--- config.mk ---
export PLATFORM = sky130hd
export DESIGN_NAME = period_meter
export DESIGN_NICKNAME = d
export VERILOG_FILES = /design/src/rtl/period_meter.sv
export SDC_FILE = /design/constraint.sdc
export NUM_CORES = 1
export LEC_CHECK = 0
export CORE_ASPECT_RATIO = 0.9
export CORE_MARGIN = 3
export CORE_UTILIZATION = 36
export CTS_CLUSTER_SIZE = 14
export DETAILED_ROUTE_END_ITERATION = 16
export GPL_TIMING_DRIVEN = 1
export MAX_ROUTING_LAYER = met4
export PLACE_DENSITY = 0.53
export SETUP_SLACK_MARGIN = 0.02
export SYNTH_ARGS = -nofsm -noshare
export SYNTH_HDL_FRONTEND = slang
export SYNTH_SLANG_ARGS = --single-unit
--- constraint.sdc ---
create_clock -name clock -period 4.3 [get_ports clock]
set_input_delay 1.29 -clock clock [delete_from_list [all_inputs] [get_ports clock]]
set_output_delay 1.29 -clock clock [all_outputs]
set_load 0.02 [all_outputs]
--- src/rtl/period_meter.sv ---
// Measures period and high time of a slow asynchronous input in system clock cycles.
// The input is resynchronised, edge-detected and timed by a single up-counter.
module period_meter #(
  parameter int               WIDTH      = 27,
  parameter logic [WIDTH-1:0] MAX_PERIOD = 27'h7FFFFFF
) (
  input  logic             clock,
  input  logic             reset,
  input  logic             sig_in,
  input  logic             measure_en,
  output logic [WIDTH-1:0] period,
  output logic [WIDTH-1:0] high_time,
  output logic             period_valid,
  output logic             timeout,
  output logic             busy
);

  typedef enum logic [1:0] {
    IDLE    = 2'd0,
    ARM     = 2'd1,
    MEASURE = 2'd2
  } state_t;

  state_t           state_q, state_d;
  logic             s1_q, s2_q, s3_q;
  logic [WIDTH-1:0] counter_q, counter_d;
  logic [WIDTH-1:0] period_q, period_d;
  logic [WIDTH-1:0] highTime_q, highTime_d;
  logic [WIDTH-1:0] shadow_q, shadow_d;
  logic             valid_q, valid_d;
  logic             timeout_q, timeout_d;
  logic             rise, fall;

  assign rise = s2_q & ~s3_q;
  assign fall = ~s2_q & s3_q;

  always_ff @(posedge clock) begin
    if (reset) begin
      state_q    <= IDLE;
      s1_q       <= 1'b0;
      s2_q       <= 1'b0;
      s3_q       <= 1'b0;
      counter_q  <= '0;
      period_q   <= '0;
      highTime_q <= '0;
      shadow_q   <= '0;
      valid_q    <= 1'b0;
      timeout_q  <= 1'b0;
    end else begin
      state_q    <= state_d;
      s1_q       <= sig_in;
      s2_q       <= s1_q;
      s3_q       <= s2_q;
      counter_q  <= counter_d;
      period_q   <= period_d;
      highTime_q <= highTime_d;
      shadow_q   <= shadow_d;
      valid_q    <= valid_d;
      timeout_q  <= timeout_d;
    end
  end

  // A rise that coincides with the timeout threshold still completes the period.
  always_comb begin
    state_d    = state_q;
    counter_d  = counter_q;
    period_d   = period_q;
    highTime_d = highTime_q;
    shadow_d   = shadow_q;
    valid_d    = 1'b0;
    timeout_d  = timeout_q;
    case (state_q)
      IDLE: begin
        counter_d = '0;
        if (measure_en) state_d = ARM;
      end
      ARM: begin
        if (!measure_en) begin
          state_d   = IDLE;
          counter_d = '0;
        end else if (rise) begin
          state_d   = MEASURE;
          counter_d = WIDTH'(1);
          shadow_d  = '0;
        end
      end
      MEASURE: begin
        if (!measure_en) begin
          state_d   = IDLE;
          counter_d = '0;
        end else if (rise) begin
          period_d   = counter_q;
          highTime_d = shadow_q;
          valid_d    = 1'b1;
          timeout_d  = 1'b0;
          counter_d  = WIDTH'(1);
          shadow_d   = '0;
        end else if (counter_q == MAX_PERIOD) begin
          timeout_d = 1'b1;
          counter_d = '0;
          state_d   = ARM;
        end else begin
          counter_d = counter_q + WIDTH'(1);
          if (fall) shadow_d = counter_q;
        end
      end
      default: begin
        state_d   = IDLE;
        counter_d = '0;
      end
    endcase
  end

  assign period       = period_q;
  assign high_time    = highTime_q;
  assign period_valid = valid_q;
  assign timeout      = timeout_q;
  assign busy         = (state_q != IDLE);

endmodule

==> results of run 1 <==
[worst paths after layout]
path	from	to	slack, ns	depth (start not counted)
max reg2reg	counter_q[0]	shadow_q[0]	1.75	7
min reg2reg	s1_q	s2_q	0.44	1
min	s1_q	s2_q	0.44	1
max	measure_en	period[25]	1.20	5
[through the flow]
stage | cells | area, µm²
global route | 693 | 5930
finish | 693 | 5930
global placement | 663 | 5320
floorplan | 472 | 4590
CTS | 693 | 5930
detailed placement | 663 | 5320
[layout by cell type, fill, tap and decap left out, drive strengths merged, types with 2 or more instances in the layout]
cell type and n:
o221ai 2, nand3 14, nor3 7, a22o 54
nand3b 2, bufinv 3, or4 3, xor2 14
nand2 37, nor2b 9, and4 4, dfxtp 115
a31oi 3, mux2i 21, nand4 11, o211ai 4
clkdlybuf4s50 60, clkinvlp 2, nor2 35, clkinv 4
a211oi 2, inv 10, o21ai 14, ha 6
nand2b 29, clkbuf 21, o41ai 5, buf 8
a21oi 9, xnor2 4, nor4 7, and2 4
[synth_stat cells (9+ instances only)]
master | count | area (µm²)
dfxtp_1 | 115 | 2300
a22o_1 | 54 | 473
nand2_1 | 37 | 139
nor2_1 | 35 | 131
clkbuf_1 | 30 | 113
nand2b_1 | 29 | 181
mux2i_1 | 21 | 210
nand3_1 | 14 | 70.1
xor2_1 | 14 | 123
o21ai_0 | 13 | 65.1
inv_1 | 10 | 37.5
nand4_1 | 10 | 62.6
a21oi_1 | 9 | 45.0
nor2b_1 | 9 | 56.3
[flip-flops by register name, summed over array words and instances (netlist names)]
signal and flops:
counter_q 27, high_time 27, period 27, period_valid 1, s1_q 1, s2_q 1, s3_q 1, shadow_q 27
state_q 2, timeout 1
[kinds of logic after synthesis]
logic type	count (synthesis)	synth area share (%)
AO/OA/AOI/OAI	98	16.7
AND/OR/NAND/NOR	167	19.3
multiplexers	21	4.58
buffers and inverters	47	4.12
flip-flops	115	50.2
XOR/XNOR	18	3.44
adder cells (fa/ha/maj)	6	1.64
[power by group through the flow]
stage | Combinational [mW] | Sequential, mW | Clock, mW
2_1_floorplan | 0.0732 | 1.10 | 0
6_report | 0.104 | 1.07 | 1.44
5_1_grt | 0.113 | 1.07 | 1.51
3_3_place_gp | 0.102 | 1.10 | 0
3_5_place_dp | 0.103 | 1.10 | 0
4_1_cts | 0.103 | 1.07 | 1.46
[layer usage]
metal | up-vias | track usage (%) | wire (µm)
met5 | - | - | 0
met3 | 8 | 4.29 | 605
met1 | 1683 | 22.4 | 5570
met2 | 95 | 23.1 | 4680
met4 | 0 | 6.07 | 80
li1 | 1796 | - | -
[layout make-up]
type                    instances  area, µm²  share of cell area [%]
clock buffers                  21        480                    8.11
flip-flops and latches        115       2300                    38.9
multi-input cells             310       2120                    35.7
inverters                      10       37.5                   0.633
clock inverters                 9        129                    2.17
well taps                     160        200                    3.38
repair buffers                 68        661                    11.1
==> impl_metrics.yaml, run 1 <==
route:
  firstDrtPassIters: 5
  drc: 0
  drtAntennaViolNets: 0
  routedWlPerCell_um: 15.8
  via_per_inst: 5.17
  routed_wl_um: 10900
  vias: 3582
  drtIter0Drc: 251
power:
  p_sw_mw: 0.553
  p_clk_share_pct: 55.0
  p_sw_share_pct: 21.1
  leakage_nw: 2.19
  ir_worst_vdd_mv: 0.214
  p_comb_share_pct: 4.0
  totalPowerFinal_mw: 2.62
  pwr-share-seq_pct: 41.0
  p_per_area_nw_per_um2: 442
  internal_power_mw: 2.07
finish:
  antenna_cells: 0
  area_growth_pct: 29.2
  nFillCells: 1149
  drive_above_1_share_pct: 8.63
  final_util_pct: 48.3
  final_nets: 532
yosys:
  yosysUniqueCellTypes: 45
  ys.flop_type: "dfxtp_1"
  syn_inst: 472
  ys_seq_area_share_pct: 50.2
  synth-seq-cells: 115
  synth-async-reset-ratio_pct: 0
  synth_nets: 482
  yosys_warnings: 0
  synth_edf_count: 0
  synth_area_um2: 4590
  syn_avg_cell_area_um2: 9.72
placement:
  io_buffers: 60
  pre_cts_slack_ns: 0.813
  gp_congestion: 0.879
  dp_hpwl_um: 7130
die:
  coreArea_um2: 12300
  start_util_pct: 37.4
  die_w_um: 125
  io_pins: 61
  std_cell_rows: 38
  fp.dieH_um: 113
  die_area_um2: 14100
critical_path:
  path_class: "in -> reg"
  cpMaxStageDelayCell: "a21oi_4"
  cp-start-kind: "input port"
  endpoint_kind: "flip-flop"
  arrival_ns: 3.45
  critPathTopFamily: "buffers and inverters"
  max_stage_delay_ns: 0.66
  crit_fanout: 28
  crit_buf_inv: 2
  crit_chain: "clkdlybuf4s50_1 -> and2_0 -> a21oi_4 -> buf_4 -> a22o_1"
  cp.required_ns: 4.64
global_routing:
  overflow: 0
  grtUsageTotal_pct: 16.3
  antenna_found_initial: 0
  grt_pass1_wl_um: 18000
  grt_pass1_vias: 3394
  grt_max_degree: 51
clocking:
  clk_pin_slew_ns: 0.05
  htree_levels: 4
  clockBufferDepth: 2
  cts.sinks: 115
  cts_root_buf: "clkbuf_16"
  cts_resized: 0
  post_cts_buffers: 0
  cts_tree: "yes"
  cts-buffers-inserted: 17
  cts-hold-fix-buffers: 0
  worstSkewPairLatency_ns: 0.41
timing:
  slew-limit-headroom_pct: 47.1
  skew_ns: 0.00844
  slew_viol_final: 0
  finalCriticalPeriod_ns: 3.10
  fin_crit_sh_pct: 72.2
  whs_ns: 0.437
  rsz0062_at_grt: "no"
  worst_slack_ns: 1.20
  clock.fmax_ghz: 0.322
  setup_viol: 0
  worst_pin_slew_ns: 0.794
  final_hold_viol_count: 0
  tns_ns: 0
run_status:
  outcome: "finished, final reports clean"
job:
  maxCapViolCount: 0
hold_path:
  hp-class: "reg -> reg"
Note: power is estimated with default switching activity, not from simulation.
==> inputs of run 2 (changes only) <==
Clock period 4.3 ns to 2.95 ns, I/O delays scaled along.
==> impl_metrics.yaml, run 2 (synthesized netlist as in run 1, its figures left out) <==
placement:
  gp_congestion: 0.887
  io_buffers: 60
  dp_hpwl_um: 7160
  place_area_um2: 5390
  pre_cts_slack_ns: 0.163
die:
  coreArea_um2: 12300
  die_w_um: 125
  die_area_um2: 14100
  start_util_pct: 37.4
  io_pins: 61
  std_cell_rows: 38
  fp.dieH_um: 113
power:
  p_sw_share_pct: 20.5
  leakage_nw: 2.22
  p_comb_share_pct: 4.2
  p_per_area_nw_per_um2: 630
  pwr-share-seq_pct: 41.7
  p_sw_mw: 0.772
  internal_power_mw: 2.99
  ir_worst_vdd_mv: 0.345
  totalPowerFinal_mw: 3.76
  p_clk_share_pct: 54.1
clocking:
  cts-buffers-inserted: 17
  post_cts_buffers: 0
  worstSkewPairLatency_ns: 0.41
  cts_resized: 0
  cts-hold-fix-buffers: 0
  htree_levels: 4
  clockBufferDepth: 2
  cts_root_buf: "clkbuf_16"
  clk_pin_slew_ns: 0.05
  cts.sinks: 115
  cts_tree: "yes"
timing:
  fin_crit_sh_pct: 89.4
  slew_viol_final: 0
  tns_ns: 0
  worst_slack_ns: 0.312
  skew_ns: 0.00836
  worst_pin_slew_ns: 0.738
  setup_viol: 0
  final_hold_viol_count: 0
  clock.fmax_ghz: 0.379
  slew-limit-headroom_pct: 50.8
  rsz0062_at_grt: "no"
  finalCriticalPeriod_ns: 2.64
route:
  drtAntennaViolNets: 0
  firstDrtPassIters: 4
  routed_wl_um: 10900
  routedWlPerCell_um: 15.7
  drtIter0Drc: 190
  vias: 3582
  via_per_inst: 5.15
  drc: 0
finish:
  layout_common_cells: "115 x dfxtp_1, 60 x clkdlybuf4s50_1, 54 x a22o_1"
  drive_above_1_share_pct: 8.77
  layout_commonest_cell: "dfxtp_1"
  final_util_pct: 48.7
  antenna_cells: 0
  nFillCells: 1153
  final_nets: 537
  area_growth_pct: 30.2
  design_area_um2: 5970
hold_path:
  hp-class: "reg -> reg"
  min_path_cells: 1
  min_from: "s1_q"
critical_path:
  critPathTopFamily: "buffers and inverters"
  arrival_ns: 1.75
  path_class: "reg -> out"
  max_stage_delay_ns: 0.60
  crit_buf_inv: 3
  cp-start-kind: "flip-flop"
  cp.depth: 4
  critPathLaunch: "state_q[0]"
  rr_startpoint: "counter_q[0]"
  cp.required_ns: 2.07
  reg2reg_depth: 7
  crit_chain: "inv_1 -> ha_1 -> inv_1 -> clkdlybuf4s50_1"
  cpMaxStageDelayCell: "clkdlybuf4s50_1"
  ff2ff_setup_slack_ns: 0.45
  crit_fanout: 4
  path_common_cell: "inv_1"
  endpoint_kind: "primary output"
global_routing:
  grt_pass1_wl_um: 18400
  overflow: 0
  grtUsageTotal_pct: 16.6
  grt_pass1_vias: 3482
  antenna_found_initial: 0
  grt_max_degree: 52
job:
  maxCapViolCount: 0
run_status:
  outcome: "finished, final reports clean"
-- run 2: final timing paths --
| check | to |
|---|---|
| max | busy |
| min | s2_q |
| max reg2reg | shadow_q[5] |
| min reg2reg | s2_q |
-- run 2: stage by stage --
step,hold WS [ns],std cells
3_3_place_gp,0.418,668
4_1_cts,0.442,696
2_1_floorplan,0.414,472
6_report,0.437,696
5_1_grt,0.451,696
3_5_place_dp,0.430,668
-- run 2: area by class of cell --
cell class                 instances  area [µm²]  area share (%)
clock buffer                      22         474            7.94
clock inverter                     6         105            1.76
inverter                          10        37.5           0.629
multi-input combinational        310        2120            35.4
sequential                       115        2300            38.6
tap                              160         200            3.35
timing repair buffer              73         736            12.3
-- run 2: layer usage --
metal / global-route usage [%] / up-vias / part of all wire, %
met5: - / - / 0
met2: 24.2 / 88 / 44
li1: - / 1792 / -
met3: 5.00 / 12 / 5.2
met1: 22.3 / 1690 / 49
met4: 4.77 / 0 / 0.86
-- run 2: power groups by stage --
stage / Clock [mW] / Combinational [mW] / Sequential (mW)
6_report: 2.03 / 0.157 / 1.57
5_1_grt: 2.14 / 0.174 / 1.57
4_1_cts: 2.07 / 0.157 / 1.57
3_5_place_dp: 0 / 0.156 / 1.60
3_3_place_gp: 0 / 0.156 / 1.60
2_1_floorplan: 0 / 0.107 / 1.60
-- run 2: worst reg2reg max path, cell delays in order (launching register included) --
cell	delay (ns)
dfxtp_1	0.50
ha_1	0.29
nand3_1	0.13
nor4_1	0.45
a21oi_1	0.20
nor2_2	0.16
buf_4	0.40
mux2i_1	0.28
